## src/rtl/dmem_arb_pkg.sv

```systemverilog
// Shared types and constants for the data-memory port arbiter.
// Optional statistics counters are enabled with DMEM_ARB_STATS_EN.
package dmem_arb_pkg;

  typedef logic [0:0] arb_state_t;

  localparam arb_state_t S_CORE = 1'b0;
  localparam arb_state_t S_HOST = 1'b1;

  localparam logic PORT_CORE = 1'b0;
  localparam logic PORT_HOST = 1'b1;

  // Saturating 32-bit event counter step; sticks at all-ones.
  function automatic logic [31:0] sat_inc32(input logic [31:0] value, input logic event_hit);
    logic [31:0] result;
    if (event_hit && (value != 32'hFFFF_FFFF)) begin
      result = value + 32'd1;
    end else begin
      result = value;
    end
    return result;
  endfunction

endpackage

```

## src/rtl/dmem_arb_fsm.sv

```systemverilog
// Grant decision for core vs. host: core priority, starvation counter and
// bounded host bursts. Grants are combinational and suppressed during reset.
module dmem_arb_fsm
  import dmem_arb_pkg::*;
#(
  parameter int STARVE_LIMIT   = 8,
  parameter int HOST_BURST_MAX = 4
) (
  input  logic clk,
  input  logic reset,
  input  logic core_req,
  input  logic host_req,
  output logic core_gnt,
  output logic host_gnt
);

  localparam int WW = $clog2(STARVE_LIMIT) + 1;
  localparam int BW = $clog2(HOST_BURST_MAX) + 1;
  localparam logic [WW-1:0] STARVE_LIM_C = WW'(STARVE_LIMIT);
  localparam logic [BW-1:0] BURST_MAX_C  = BW'(HOST_BURST_MAX);

  arb_state_t    state_r, state_n;
  logic [WW-1:0] wait_cnt_r, wait_cnt_n;
  logic [BW-1:0] burst_cnt_r, burst_cnt_n;
  logic          conflict_s, host_win_s;

  // Arbitration: the host only wins a conflict when starved or mid-burst.
  always_comb begin
    conflict_s = core_req & host_req;
    host_win_s = 1'b0;
    if (conflict_s) begin
      if (state_r == S_HOST) begin
        host_win_s = 1'b1;
      end else if (wait_cnt_r >= STARVE_LIM_C) begin
        host_win_s = 1'b1;
      end else begin
        host_win_s = 1'b0;
      end
    end else begin
      host_win_s = host_req;
    end
    host_gnt = host_win_s & reset;
    core_gnt = core_req & ~host_win_s & reset;
  end

  // Next-state, burst and starvation counter update.
  always_comb begin
    state_n     = state_r;
    burst_cnt_n = burst_cnt_r;
    wait_cnt_n  = wait_cnt_r;
    if (!host_req || host_gnt) begin
      wait_cnt_n = {WW{1'b0}};
    end else if (wait_cnt_r < STARVE_LIM_C) begin
      wait_cnt_n = wait_cnt_r + WW'(1);
    end else begin
      wait_cnt_n = wait_cnt_r;
    end
    case (state_r)
      S_CORE: begin
        // A burst limit of one means the forced grant is the whole burst.
        if (conflict_s && host_gnt && (BURST_MAX_C > BW'(1))) begin
          state_n     = S_HOST;
          burst_cnt_n = BW'(1);
        end else begin
          state_n     = S_CORE;
          burst_cnt_n = {BW{1'b0}};
        end
      end
      S_HOST: begin
        if (!host_req) begin
          state_n     = S_CORE;
          burst_cnt_n = {BW{1'b0}};
        end else if (host_gnt && ((burst_cnt_r + BW'(1)) >= BURST_MAX_C)) begin
          state_n     = S_CORE;
          burst_cnt_n = {BW{1'b0}};
        end else if (host_gnt) begin
          state_n     = S_HOST;
          burst_cnt_n = burst_cnt_r + BW'(1);
        end else begin
          state_n     = S_HOST;
          burst_cnt_n = burst_cnt_r;
        end
      end
      default: begin
        state_n     = S_CORE;
        burst_cnt_n = {BW{1'b0}};
      end
    endcase
  end

  // Arbiter state registers.
  always_ff @(posedge clk or negedge reset) begin
    if (!reset) begin
      state_r     <= S_CORE;
      wait_cnt_r  <= {WW{1'b0}};
      burst_cnt_r <= {BW{1'b0}};
    end else begin
      state_r     <= state_n;
      wait_cnt_r  <= wait_cnt_n;
      burst_cnt_r <= burst_cnt_n;
    end
  end

endmodule

```

## src/rtl/dmem_port_arbiter.sv

```systemverilog
// Shares the data-memory port between the core memory stage and the host port.
// Define DMEM_ARB_STATS_EN to add saturating grant/conflict statistics outputs.
module dmem_port_arbiter
  import dmem_arb_pkg::*;
#(
  parameter int AW             = 32,
  parameter int DW             = 32,
  parameter int STARVE_LIMIT   = 8,
  parameter int HOST_BURST_MAX = 4
) (
  input  logic          clk,
  input  logic          reset,
  input  logic          core_req,
  input  logic          core_we,
  input  logic [AW-1:0] core_addr,
  input  logic [DW-1:0] core_wdata,
  output logic          core_gnt,
  output logic          core_stall,
  output logic          core_rvalid,
  output logic [DW-1:0] core_rdata,
  input  logic          host_req,
  input  logic          host_we,
  input  logic [AW-1:0] host_addr,
  input  logic [DW-1:0] host_wdata,
  output logic          host_gnt,
  output logic          host_rvalid,
  output logic [DW-1:0] host_rdata,
  output logic          mem_we,
  output logic [AW-1:0] mem_addr,
  output logic [DW-1:0] mem_wdata,
  input  logic [DW-1:0] mem_rdata
`ifdef DMEM_ARB_STATS_EN
  ,
  output logic [31:0]   stat_core_gnts,
  output logic [31:0]   stat_host_gnts,
  output logic [31:0]   stat_conflicts
`endif
);

  logic core_gnt_s, host_gnt_s, sel_s, grant_any_s;

  dmem_arb_fsm #(
    .STARVE_LIMIT  (STARVE_LIMIT),
    .HOST_BURST_MAX(HOST_BURST_MAX)
  ) u_fsm (
    .clk     (clk),
    .reset   (reset),
    .core_req(core_req),
    .host_req(host_req),
    .core_gnt(core_gnt_s),
    .host_gnt(host_gnt_s)
  );

  assign core_gnt   = core_gnt_s;
  assign host_gnt   = host_gnt_s;
  assign core_stall = core_req & ~core_gnt_s & reset;

  // Memory-side mux of the granted port; idle bus is driven to zero.
  always_comb begin
    grant_any_s = core_gnt_s | host_gnt_s;
    sel_s       = host_gnt_s ? PORT_HOST : PORT_CORE;
    mem_we      = 1'b0;
    mem_addr    = {AW{1'b0}};
    mem_wdata   = {DW{1'b0}};
    if (grant_any_s) begin
      case (sel_s)
        PORT_CORE: begin
          mem_we    = core_we;
          mem_addr  = core_addr;
          mem_wdata = core_wdata;
        end
        PORT_HOST: begin
          mem_we    = host_we;
          mem_addr  = host_addr;
          mem_wdata = host_wdata;
        end
        default: begin
          mem_we    = 1'b0;
          mem_addr  = {AW{1'b0}};
          mem_wdata = {DW{1'b0}};
        end
      endcase
    end else begin
      mem_we    = 1'b0;
      mem_addr  = {AW{1'b0}};
      mem_wdata = {DW{1'b0}};
    end
  end

  // Read response registers: data captured on a granted read, valid pulses once.
  always_ff @(posedge clk or negedge reset) begin
    if (!reset) begin
      core_rvalid <= 1'b0;
      core_rdata  <= {DW{1'b0}};
      host_rvalid <= 1'b0;
      host_rdata  <= {DW{1'b0}};
    end else begin
      core_rvalid <= core_gnt_s & ~core_we;
      host_rvalid <= host_gnt_s & ~host_we;
      if (core_gnt_s && !core_we) begin
        core_rdata <= mem_rdata;
      end
      if (host_gnt_s && !host_we) begin
        host_rdata <= mem_rdata;
      end
    end
  end

`ifdef DMEM_ARB_STATS_EN
  // Saturating usage statistics.
  always_ff @(posedge clk or negedge reset) begin
    if (!reset) begin
      stat_core_gnts <= 32'd0;
      stat_host_gnts <= 32'd0;
      stat_conflicts <= 32'd0;
    end else begin
      stat_core_gnts <= sat_inc32(stat_core_gnts, core_gnt_s);
      stat_host_gnts <= sat_inc32(stat_host_gnts, host_gnt_s);
      stat_conflicts <= sat_inc32(stat_conflicts, core_req & host_req);
    end
  end
`endif

endmodule

```

## config.mk

```make
export PLATFORM = sky130hd
export DESIGN_NAME = dmem_port_arbiter
export DESIGN_NICKNAME = d
export VERILOG_FILES = /design/src/rtl/dmem_arb_pkg.sv /design/src/rtl/dmem_arb_fsm.sv /design/src/rtl/dmem_port_arbiter.sv
export SDC_FILE = /design/constraint.sdc
export NUM_CORES = 1
export LEC_CHECK = 0
export ABC_AREA = 1
export CAP_MARGIN = 5
export CORE_UTILIZATION = 31
export DETAILED_ROUTE_END_ITERATION = 8
export GPL_ROUTABILITY_DRIVEN = 0
export PLACE_DENSITY = 0.77
export SLEW_MARGIN = 30
export SYNTH_ARGS = -nofsm -noshare
export SYNTH_HDL_FRONTEND = slang
export SYNTH_HIERARCHICAL = 1
export SYNTH_SLANG_ARGS = --single-unit
export TNS_END_PERCENT = 50
```

## constraint.sdc

```tcl
create_clock -name clk -period 1.3 [get_ports clk]
set_clock_uncertainty 0.05 [all_clocks]
set_input_delay 0.13 -clock clk [delete_from_list [all_inputs] [get_ports clk]]
set_output_delay 0.13 -clock clk [all_outputs]
set_load 0.01 [all_outputs]
```

# Word level (Yosys, flattened, before mapping)
# Cells that the tools add are included.
[totals] output_inout_bits=134 in_bits=166 reg_bits=74 wordCells=58
[classes] bitwise=15 muxes=21 add_sub_neg=2 eq_ne=1 n_lt_le_gt_ge=3 n_reduce_logical=9
[op_table] op="32-bit one-hot mux with 2 select lines" count=2
[op_table] op="32-bit 2-to-1 mux" count=2
[op_table] op="1-bit 2-to-1 mux" count=9
[op_table] op="3-bit 2-to-1 mux" count=3
[op_table] op="1-bit AND" count=8
[op_table] op="4-bit 2-to-1 mux" count=2
[op_table] op="1-bit NOT" count=6
[op_table] op="3-bit one-hot mux with 2 select lines" count=1
[op_table] op="4-bit by 1-bit adder with 4-bit output, second input constant" count=1
[op_table] op="4-bit >= comparator, second input constant" count=1
[op_table] op="1-bit logical AND" count=4
[op_table] op="4-bit < comparator, second input constant" count=1
[op_table] op="4-bit != test, second input constant" count=1
[op_table] op="1-bit one-hot mux with 2 select lines" count=2
[op_table] op="3-bit by 1-bit adder with 3-bit output, second input constant" count=1
[op_table] op="3-bit >= comparator, second input constant" count=1
[op_table] op="1-bit zero test" count=3
[op_table] op="2-bit nonzero test" count=1
[op_table] op="1-bit logical OR" count=1
[op_table] op="1-bit bitwise OR" count=1

# Logic depth before layout (Yosys ltp)
[depth] depth_word=10 depth_mapped=11 depth_no_buf=9

# By module
# Netlist, hierarchy kept.
[by_module_without_submodules] module="dmem_port_arbiter" area_per_inst_um2=3577.2 seq_area_each_um2=1651.6 instances=1 cells_each=507
[by_module_without_submodules] module="dmem_arb_fsm" area_per_inst_um2=447.9 seq_area_each_um2=200.2 instances=1 cells_each=56

# Least setup slack after synthesis
# No wires, ideal clock.
[synth_path] kind="register to output" start="register u_fsm.state_r" end="output port mem_addr[10]" required_ns=1.120 path_stages_with_launch=9 n_path_buf=3 setup_slack_ns=-0.458 arrival_ns=1.578 path_cell_list="dfrtp_1 nor2_2 a21boi_2 nor3_1 buf_4 buf_4 buf_4 nand3_1 nand2_1"
[synth_via] elab_chain_cells=7 elab_cells_between_ends=11 cone_classes="5 x mux; 6 x bitwise"
[synth_rtl] item="from (decl)" line_no="dmem_arb_fsm.sv:22" rtl="arb_state_t state_r, state_n;"
[synth_rtl] item="from (signal assigned)" line_no="dmem_arb_fsm.sv:98" rtl="state_r <= state_n;"
[synth_rtl] item="1-bit 2-to-1 mux" line_no="dmem_arb_fsm.sv:32" rtl="if (state_r == S_HOST) begin"
[synth_rtl] item="1-bit 2-to-1 mux" line_no="dmem_arb_fsm.sv:31" rtl="if (conflict_s) begin"
[synth_rtl] item="1-bit NOT" line_no="dmem_arb_fsm.sv:43" rtl="core_gnt = core_req & ~host_win_s & reset;"
[synth_rtl] item="1-bit AND (2 in series)" line_no="dmem_arb_fsm.sv:43"
[synth_rtl] item="via core_gnt" line_no="dmem_port_arbiter.sv:17" rtl="output logic core_gnt,"
[synth_rtl] item="1-bit bitwise OR" line_no="dmem_port_arbiter.sv:60" rtl="grant_any_s = core_gnt_s | host_gnt_s;"
[synth_rtl] item="32-bit 2-to-1 mux" line_no="dmem_port_arbiter.sv:65" rtl="if (grant_any_s) begin"
[synth_rtl] item="to (decl)" line_no="dmem_port_arbiter.sv:29" rtl="output logic [AW-1:0] mem_addr,"
# The timed path passes the listed nets, and every way through them passes these cells.

# Worst setup path after layout
[layout_path] start="register u_fsm.state_r" end="output port mem_addr[10]"
[layout_via] elab_chain_cells=7 elab_cells_between_ends=11 cone_classes="5 x mux; 6 x bitwise"
[layout_rtl] item="1-bit 2-to-1 mux (*)" line_no="dmem_arb_fsm.sv:32"
[layout_rtl] item="1-bit 2-to-1 mux (*)" line_no="dmem_arb_fsm.sv:31"
[layout_rtl] item="1-bit AND or 1-bit NOT (tied branches)" line_no="dmem_arb_fsm.sv:42, dmem_arb_fsm.sv:43"
[layout_rtl] item="1-bit 2-to-1 mux or 1-bit AND (tied branches)" line_no="dmem_port_arbiter.sv:61, dmem_arb_fsm.sv:43"
[layout_rtl] item="1-bit NOT or 1-bit AND (tied branches)" line_no="dmem_port_arbiter.sv:66, dmem_arb_fsm.sv:43"
[layout_rtl] item="32-bit one-hot mux with 2 select lines or 1-bit bitwise OR (tied branches)" line_no="dmem_port_arbiter.sv:66, dmem_port_arbiter.sv:60"
[layout_rtl] item="32-bit 2-to-1 mux (*)" line_no="dmem_port_arbiter.sv:65"
# Every way passes the cells marked *; elsewhere a longest branch is shown, timed or not.

==> flow_metrics.py <==
metrics = {
    "place": {
        "dp_cells": 1030,
        "port_buffers": 299,
        "hpwl_um": 13020,
    },
    "floorplanning": {
        "die_height_um": 116.0,
        "initial_core_util": 0.3190,
        "core_um2": 12620,
        "die_area_um2": 13440,
        "die_w_um": 116.0,
        "ios": 300,
        "rows": 41,
    },
    "drt": {
        "wl_um": 18370,
        "first_iter_violations": 362,
        "detail-route-antenna-nets": 0,
        "vias": 5036,
        "drcViolationCount": 0,
        "wire_per_inst_um": 17.14,
        "first_pass_iters": 5,
        "drt-vias-per-instance": 4.698,
    },
    "sta": {
        "clock.fmax_mhz": 472.8,
        "slew_headroom": 0.5627,
        "grt_setup_unrepaired": "yes",
        "hold_violations": 0,
        "worstMarginPinSlew_ps": 655.9,
        "setup_viol": 186,
        "setup_ws_ps": -815.2,
        "slew_viol_final": 0,
        "fin_crit_ps": 2115,
        "hold_ws_ps": 183.2,
        "fin_crit_sh": 1.627,
    },
    "synthesis": {
        "netlist_area_um2": 4025,
        "synth_seq_cells": 74,
        "synth.area.mux_share": 0.002487,
        "syn_inst": 563,
        "netlist.area_leader.share": 0.4601,
        "synth_compound_area_frac": 0.04569,
        "synth.yosys.seq_area_share": 0.4601,
        "synth_fa_ha_area_frac": 0.009325,
        "ys_top_cells_by_area": "dfrtp_1 46%, nand2_1 19%, nand3_1 12%, nor2_1 6.7%, a21oi_1 4.0%",
        "synth_nets": 732,
        "synth_xor_area_frac": 0.004352,
        "synth_top_family_by_area": "simple AND/OR/NAND/NOR gates",
        "syn_avg_cell_area_um2": 7.149,
        "synth_top_area_cell": "dfrtp_1",
        "yosys_warnings": 6,
        "ys_types": 21,
        "synth_simple_gate_area_share": 0.3929,
    },
    "cells_and_area": {
        "antenna_cells": 0,
        "finalNonFillerCells": 1072,
        "area_growth_pct": 101.1,
        "fin_nets": 1064,
        "drive_gt1_frac": 0.2122,
    },
    "cts": {
        "cts_sinks": 74,
        "cts_tree": "yes",
        "cts_root_buf": "clkbuf_16",
        "worst_skew_pair.late_latency_ps": 330,
        "clk_pin_slew_ps": 60,
        "h-tree-depth": 3,
        "cts_buffer_depth": 2,
        "numCtsBuffers": 9,
    },
    "critical_path": {
        "worstPathMaxFanout": 4,
        "worstSetupStartpointType": "register",
        "timing_worst_setup_path_type": "register to output port",
        "cp-end-kind": "output port",
        "crit_arrival_ps": 1940,
        "required_ps": 1120,
    },
    "global_route": {
        "track_usage": 0.2605,
        "grt_max_degree": 73,
        "grt_pass1_vias": 4728,
        "grt_pass1_wl_um": 26230,
        "grt-ovfl-total": 0,
        "antenna_found_initial": 0,
    },
    "power": {
        "internal_power_mw": 6.229,
        "p_sw_frac": 0.2833,
        "clkPwrFrac": 0.333,
        "seqPwrFrac": 0.337,
        "p_switching_mw": 2.462,
        "ir_drop_v": 0.0008596,
        "power.leakage_nw": 4.172,
        "power_density_nw_per_um2": 1074,
        "comb_power_share": 0.331,
    },
    "status": {
        "violations": "setup timing",
        "status": "finished, violations left",
    },
    "min_path": {
        "min_path_type": "input pin to register",
    },
    "run": {
        "max-cap-violations": 0,
    },
}
## path summary, 6_finish.rpt
path | to | cells past startpoint | slack [ps] | startpoint
setup reg to reg | core_rdata[7] | 11 | -590 | u_fsm/state_r
hold / removal | u_fsm/burst_cnt_r[2] | 4 | 180 | reset
min in group asynchronous | u_fsm/state_r | 3 | 220 | reset
hold reg to reg | core_rdata[16] | 2 | 420 | core_rdata[16]
max in group asynchronous | core_rvalid | 3 | 250 | reset
setup / recovery | mem_addr[10] | 10 | -820 | u_fsm/state_r
## cells by family after synthesis
kind of cell / Yosys count
AOI/OAI and AO/OA: 35
xor gates and xnor gates: 2
adders and majority gates: 3
buffers and inverters: 63
DFF: 74
muxes: 1
and+or+nand+nor: 385
## critical path, cell delays in order, from the launching register on
cell and delay, ps:
dfrtp_1 400, nor2_4 150, a21boi_4 80, nor3_4 200, buf_4 160, clkbuf_16 140
buf_4 110, buf_6 100, nand3_1 80, nand2_2 70, buf_6 110
## registers in the layout (all words and copies together) (netlist names)
| register | cells |
|---|---|
| core_rdata | 32 |
| host_rdata | 32 |
| u_fsm/wait_cnt_r | 4 |
| u_fsm/burst_cnt_r | 3 |
| core_rvalid | 1 |
| host_rvalid | 1 |
| u_fsm/state_r | 1 |
## per-stage QoR
stage / power [mW] / worst slack [ps] / area [µm²] / utilization / TNS, ps
finish: 8.690 / -815.2 / 8093 / 0.6413 / -84430
CTS: 8.719 / -1104 / 7900 / 0.6260 / -84180
floorplan: 3.862 / -299.9 / 4105 / - / -28280
global route: 9.071 / -923.5 / 8093 / 0.6413 / -99830
detailed placement: 5.790 / -1129 / 7436 / 0.5892 / -115050
global placement: 5.761 / -1100 / 7436 / 0.5892 / -112190
## synth_stat cells (all sizes together)
| cell | count |
|---|---|
| mux2i | 1 |
| o21ai | 1 |
| o31ai | 1 |
| dfrtp | 74 |
| a21boi | 1 |
| clkbuf | 3 |
| nor3 | 1 |
| a21oi | 32 |
| nor2 | 73 |
| nand3 | 98 |
| nand4 | 1 |
| xor2 | 2 |
| nand2 | 212 |
| buf | 38 |
| inv | 22 |
| ha | 3 |
## layout by cell type, fill, tap and decap left out, drive strengths merged
cell type / synthesis / layout
clkdlybuf4s50: 0 / 216
nand2: 212 / 212
buf: 38 / 111
nand3: 98 / 98
dfrtp: 74 / 74
nor2: 73 / 73
a21oi: 32 / 32
inv: 22 / 24
clkbuf: 3 / 20
dlymetal6s2s: 0 / 14
clkdlybuf4s15: 0 / 5
bufinv: 0 / 3
ha: 3 / 3
dlygate4sd3: 0 / 2
dlygate4sd2: 0 / 2
xor2: 2 / 2
clkinvlp: 0 / 1
clkinv: 0 / 1
bufbuf: 0 / 1
a21boi: 1 / 1
nor3: 1 / 1
nand4: 1 / 1
mux2i: 1 / 1
o21ai: 1 / 1
o31ai: 1 / 1
## routing by layer
metal  global-route usage  vias up  routed length (µm)
met3              0.07322       29                1707
met5                    0        -                   0
li1                     -     2453                   -
met4               0.1171        0                 444
met2               0.4325      225                9000
met1               0.3140     2329                7218
## area by class of cell
cell class / instances / area (µm²)
clock buffer: 9 / 225.2
clock inverter: 7 / 123.9
fill: 1138 / 4527
inverter: 22 / 87.58
multi-input combinational: 426 / 1994
sequential: 74 / 1852
tap: 172 / 215.2
timing repair buffer: 362 / 3595
## power by group through the flow
stage / clock network (mW) / registers [mW] / logic [mW]
floorplan: 0 / 3.13 / 0.729
global placement: 0 / 2.94 / 2.82
detailed placement: 0 / 2.96 / 2.83
CTS: 2.94 / 2.93 / 2.85
global route: 3.02 / 2.97 / 3.09
finish: 2.89 / 2.93 / 2.87
## what timing repair did
action / CTS / global route
hold endpoints to repair: 2 / 69
pin swaps: 6 / 12
gates resized for setup: 226 / 105
gates cloned: 2 / 4
buffers inserted: 8 / 15
hold buffers: 1 / 1
setup endpoints to repair: 200 / 200
Power figures use the tool's default switching activity.
